File: config.mk
export PLATFORM = sky130hd
export DESIGN_NAME = dcache_tag_array
export DESIGN_NICKNAME = d
export VERILOG_FILES = /design/src/rtl/dcache_tag_array.sv
export SDC_FILE = /design/constraint.sdc
export NUM_CORES = 2
export LEC_CHECK = 0
export CORE_UTILIZATION = 45
export DETAILED_ROUTE_END_ITERATION = 8
export DONT_BUFFER_PORTS = 1
export RECOVER_POWER = 25
export SKIP_LAST_GASP = 1
export SLEW_MARGIN = 20
export SYNTH_ARGS = -nofsm -noshare
export SYNTH_HDL_FRONTEND = slang
export SYNTH_SLANG_ARGS = --single-unit
File: constraint.sdc
create_clock -name clk -period 6 [get_ports clk]
set_input_delay 0.3 -clock clk [delete_from_list [all_inputs] [get_ports clk]]
set_output_delay 0.3 -clock clk [all_outputs]
set_load 0.005 [all_outputs]
File: src/rtl/dcache_tag_array.sv
// Multi-way tag store for the write-back data cache: registered lookup with hit
// detection, masked write-first updates and a sequential invalidate-all sweep.
module dcache_tag_array #(
    parameter int NUM_WAYS  = 2,
    parameter int NUM_SETS  = 64,
    parameter int TAG_WIDTH = 20,
    parameter int IDX_W     = $clog2(NUM_SETS),
    parameter int ENT_W     = TAG_WIDTH + 2
) (
    input  logic                      clk,
    input  logic                      rst,
    input  logic                      req_i,
    output logic                      req_ready_o,
    input  logic [IDX_W-1:0]          index_i,
    input  logic [TAG_WIDTH-1:0]      tag_i,
    input  logic [NUM_WAYS-1:0]       wr_en_i,
    input  logic [TAG_WIDTH-1:0]      wtag_i,
    input  logic                      wvalid_i,
    input  logic                      wdirty_i,
    input  logic                      flush_i,
    output logic                      busy_o,
    output logic                      rsp_valid_o,
    output logic                      hit_o,
    output logic [NUM_WAYS-1:0]       hit_way_o,
    output logic [NUM_WAYS*ENT_W-1:0] rdata_o
);

    localparam logic [1:0] ST_INIT  = 2'd0;
    localparam logic [1:0] ST_FLUSH = 2'd1;
    localparam logic [1:0] ST_IDLE  = 2'd2;

    logic [1:0]       state_q, state_d;
    logic [IDX_W-1:0] cnt_q, cnt_d;
    logic             busy_q;
    logic             sweep;
    logic             last_set;
    logic             req_fire;

    // Valid/dirty live apart from the tags so a sweep can clear them without a tag write.
    logic [NUM_WAYS-1:0]  valid_mem [NUM_SETS];
    logic [NUM_WAYS-1:0]  dirty_mem [NUM_SETS];
    logic [TAG_WIDTH-1:0] tag_mem   [NUM_SETS][NUM_WAYS];

    logic [NUM_WAYS*ENT_W-1:0] rd_entries;
    logic [NUM_WAYS*ENT_W-1:0] rdata_q;
    logic [TAG_WIDTH-1:0]      tag_q;
    logic                      rsp_valid_q;
    logic [NUM_WAYS-1:0]       hit_way;

    assign sweep       = (state_q == ST_INIT) || (state_q == ST_FLUSH);
    assign last_set    = (cnt_q == IDX_W'(NUM_SETS - 1));
    assign req_ready_o = (state_q == ST_IDLE) && !flush_i && !rst;
    assign req_fire    = req_i && req_ready_o;

    // NOTE: every always_comb output gets a default first so no path leaves it unassigned (no latch).
    always_comb begin
        state_d = state_q;
        cnt_d   = cnt_q;
        case (state_q)
            ST_INIT, ST_FLUSH: begin
                if (last_set) begin
                    state_d = ST_IDLE;
                    cnt_d   = '0;
                end else begin
                    cnt_d = cnt_q + 1'b1;
                end
            end
            ST_IDLE: begin
                if (flush_i) begin
                    state_d = ST_FLUSH;
                    cnt_d   = '0;
                end
            end
            default: begin
                state_d = ST_INIT;
                cnt_d   = '0;
            end
        endcase
    end

    // NOTE: sequential state uses non-blocking assignments so all flops update from pre-edge values.
    always_ff @(posedge clk) begin
        if (rst) begin
            state_q <= ST_INIT;
            cnt_q   <= '0;
            busy_q  <= 1'b1;
        end else begin
            state_q <= state_d;
            cnt_q   <= cnt_d;
            busy_q  <= (state_d != ST_IDLE);
        end
    end

    // NOTE: the arrays have no reset; the post-reset sweep is what invalidates them.
    always_ff @(posedge clk) begin
        if (!rst) begin
            if (sweep) begin
                valid_mem[cnt_q] <= '0;
                dirty_mem[cnt_q] <= '0;
            end else if (req_fire) begin
                for (int w = 0; w < NUM_WAYS; w++) begin
                    if (wr_en_i[w]) begin
                        valid_mem[index_i][w] <= wvalid_i;
                        dirty_mem[index_i][w] <= wdirty_i;
                        tag_mem[index_i][w]   <= wtag_i;
                    end
                end
            end
        end
    end

    // Write-first: a way being written returns the new entry in the same response.
    always_comb begin
        rd_entries = '0;
        for (int w = 0; w < NUM_WAYS; w++) begin
            if (wr_en_i[w]) begin
                rd_entries[w*ENT_W +: ENT_W] = {wvalid_i, wdirty_i, wtag_i};
            end else begin
                rd_entries[w*ENT_W +: ENT_W] = {valid_mem[index_i][w],
                                                dirty_mem[index_i][w],
                                                tag_mem[index_i][w]};
            end
        end
    end

    always_ff @(posedge clk) begin
        if (rst) begin
            rsp_valid_q <= 1'b0;
            rdata_q     <= '0;
            tag_q       <= '0;
        end else begin
            rsp_valid_q <= req_fire;
            if (req_fire) begin
                rdata_q <= rd_entries;
                tag_q   <= tag_i;
            end
        end
    end

    // Compare runs on the held response registers, so hits hold along with rdata.
    always_comb begin
        hit_way = '0;
        for (int w = 0; w < NUM_WAYS; w++) begin
            hit_way[w] = rdata_q[w*ENT_W + ENT_W - 1] &&
                         (rdata_q[w*ENT_W +: TAG_WIDTH] == tag_q);
        end
    end

    assign busy_o      = busy_q;
    assign rsp_valid_o = rsp_valid_q;
    assign rdata_o     = rdata_q;
    assign hit_way_o   = hit_way;
    assign hit_o       = |hit_way;

endmodule

==> flow_summary_export.csv <==
group,metric,value,unit
sta,rsz0062_at_grt,"no",
detailed_routing,drt_iter0_markers,11100,
finish,register_area,86000,um2
grt,antenna_found_initial,37,
yosys,synth_edf_count,2816,
detailed_routing,drcViolationCount,0,
placement,pre_cts_ws,1.81,ns
die,ioPinCount,104,
detailed_routing,vias,66400,
finish,fin_cells,10100,
yosys,async_reset_ff_share,0,%
detailed_routing,viasPerCell,6.58,
sta,fin_ws,0.354,ns
yosys,synth_area_leader_cell,"edfxtp_1",
grt,grt_pass1_vias,62800,
sta,min_period,5.65,ns
critical_path,crit_path_max_incr_delay,4.40,ns
yosys,seq_area_frac_synth,76.2,%
sta,slew_headroom,-314,%
power_and_ir_drop,fin_total_pwr,42.5,mW
flow_run,cap_viol_max_count,19,
critical_path,critical_path.max_fanout,130,
sta,clock_skew,0.0604,ns
critical_path,path_class,"in2reg",
critical_path,endpoint_kind,"register",
placement,numPlacedInstances,9395,
detailed_routing,wl_per_cell,37.6,um
sta,drv_slew,2489,
sta,fin_hold_ws,-0.0117,ns
sta,fmax,177,MHz
grt,grt-ovfl-total,0,
detailed_routing,drtAntennaViolNets,0,
die,die-area,253000,um2
clock_network,cts_sinks,2890,
run_status,violations,"hold timing, capacitance limit, slew limit",
clock_network,cts_root_buf,"clkbuf_16",
sta,finalSetupViolCount,0,
clock_network,cts.path.max_buffers,4,
critical_path,path_buf_inv,2,
finish,drive_gt1_share,19.6,%
die,die_w,503,um
clock_network,htree_levels,5,
clock_network,cts_tree,"done",
detailed_routing,drt_first_pass_iters,8,
die,rows,183,
yosys,synth_area_per_cell,18.0,um2
critical_path,cp.arrival,5.50,ns
die,die_h,503,um
yosys,yosys_warnings,0,
detailed_routing,routed_wl,379,mm
yosys,post-synth-top-count-cell,"edfxtp_1",
critical_path,cp_cell_sequence,"dlygate4sd3_1 -> clkdlybuf4s25_1",
critical_path,cp-start-kind,"primary input",
sta,worstMarginPinSlew,6.21,ns
clock_network,cts-buffers-inserted,308,
power_and_ir_drop,vdd_ir_drop_max,0.249,mV
hold_path,hold_path_class,"in2reg",
yosys,synth_seq_cells,2890,
yosys,syn_inst,6256,
finish,fin_nets,6555,
critical_path,cp.required,5.86,ns
finish,multi_input_area,25100,um2
yosys,synth_area,113000,um2
placement,finalWeightedCongestion,0.939,
placement,hpwlAfterDp,203,mm
grt,grt_first_pass_wirelength,517,mm
yosys,synth_area_leaders,"edfxtp_1, mux4_2, a221oi_1, mux2i_1, mux2_2",
critical_path,crit_slowest_cell,"clkdlybuf4s25_1",
die,initial_core_util,45.3,%
yosys,synth_common_cells,"edfxtp_1, nor2_1, a221oi_1",
run_status,outcome,"finished with violations",
sta,finalCritPeriodShare,94.1,%
clock_network,clk_latency,0.96,ns
power_and_ir_drop,p_per_area,332,nW/um2
sta,hold_viol_final,2,
placement,portBuffers,0,
grt,grt_max_degree,578,
yosys,synth_top_flop_cell,"edfxtp_1",
finish,nFillCells,19800,
sta,setup_tns,0,ns
yosys,yosysTopAreaCellShare,74.9,%
grt,grtUsageTotal,29.7,%
die,core,249000,um2
clock_network,clk_pin_slew,0.06,ns
critical_path,timing.critical_path.max_delay_family,"buffers and inverters",
yosys,ys_types,79,
yosys,synth_fp_nets,6311,
finish,syn_to_final_growth,13.5,%
power_and_ir_drop,cellLeakagePower,40.3,nW
==> placed cells by master, fill, tap and decap left out, drive strengths merged, types with 14 or more instances in the layout <==
cell type	count
a31oi	23
clkinv	110
a22oi	169
a21oi	129
nor2b	14
buf	254
or3	15
nand3b	23
nand3	23
inv	17
mux4	253
diode	55
nand2	280
dlygate4sd3	90
a221o	58
a22o	48
nand4	16
dfxtp	74
nor2	418
clkbuf	405
o22ai	138
bufinv	18
xor2	18
mux2	218
o221ai	31
xnor2	27
o21ai	151
a211oi	15
mux2i	281
o22a	26
a221oi	337
edfxtp	2816
o2bb2ai	29
o211ai	17
==> final timing paths <==
path	startpoint	cells after the start	end	slack, ns
worst max-delay path	wtag_i[1]	2	tag_mem[20][21]	0.35
worst min-delay path	index_i[1]	5	rdata_o[12]	-0.01
worst max register to register	state_q[1]	9	tag_q[1]	1.65
worst min register to register	tag_q[10]	2	tag_q[10]	0.52
==> cells by family (layout without fill, tap and decap cells) <==
logic type      Yosys count  after routing  share of synthesized area (%)
compound gates         1253           1253                           8.31
xor+xnor                 45             45                          0.349
fa+ha+maj                 1              1                         0.0111
buf+inv                 438            898                           2.01
flops                  2890           2890                           76.2
mux                     752            752                           9.72
other cells               0             55                              0
simple gates            877            877                           3.36
==> power by group <==
part           switching [mW]  total, mW  leakage, nW  internal (mW)
registers             0.00633       22.2         26.0           22.2
logic                    1.71       2.34         9.81          0.627
clock network            7.66       18.0         4.54           10.3
total                    9.38       42.5         40.3           33.1
==> per-stage QoR <==
step | utilization, % | instance area, um2 | hold slack [ns]
3_3_place_gp | 47.1 | 117000 | 0.402
6_report | 51.5 | 128000 | -0.0117
5_1_grt | 51.5 | 128000 | 0.00203
2_1_floorplan | - | 113000 | 0.399
3_5_place_dp | 47.1 | 117000 | 0.414
4_1_cts | 51.4 | 128000 | 0.00941
==> metal layers <==
layer	GRT usage, %	routed length (um)
met5	0	230
met4	16.6	23600
met3	8.11	48300
met1	40.7	142000
met2	42.9	165000
==> area by class of cell <==
| type | instances | share of cell area (%) |
|---|---|---|
| Inverter | 9 | 0.0400 |
| Timing Repair Buffer | 363 | 2.62 |
| Sequential cell | 2890 | 67.2 |
| Clock inverter | 139 | 0.888 |
| Clock buffer | 387 | 6.36 |
| Tap cell | 3330 | 3.25 |
| Antenna cell | 55 | 0.107 |
| Multi-Input combinational cell | 2928 | 19.6 |
==> sequential cells by signal, indices dropped and copies added, names as in the netlist <==
register and cells:
tag_mem 2560, dirty_mem 128, valid_mem 128, rdata_o 44, tag_q 20, cnt_q 6, state_q 2, busy_o 1
rsp_valid_o 1
==> repair_timing <==
item	in CTS	in global routing
setup endpoints to repair	0	0
endpoints found under the hold margin	2705	4
setup buffers	0	0
hold buffers	109	4
gates resized for setup	0	0
No activity file was read; power rests on OpenSTA's default activity.
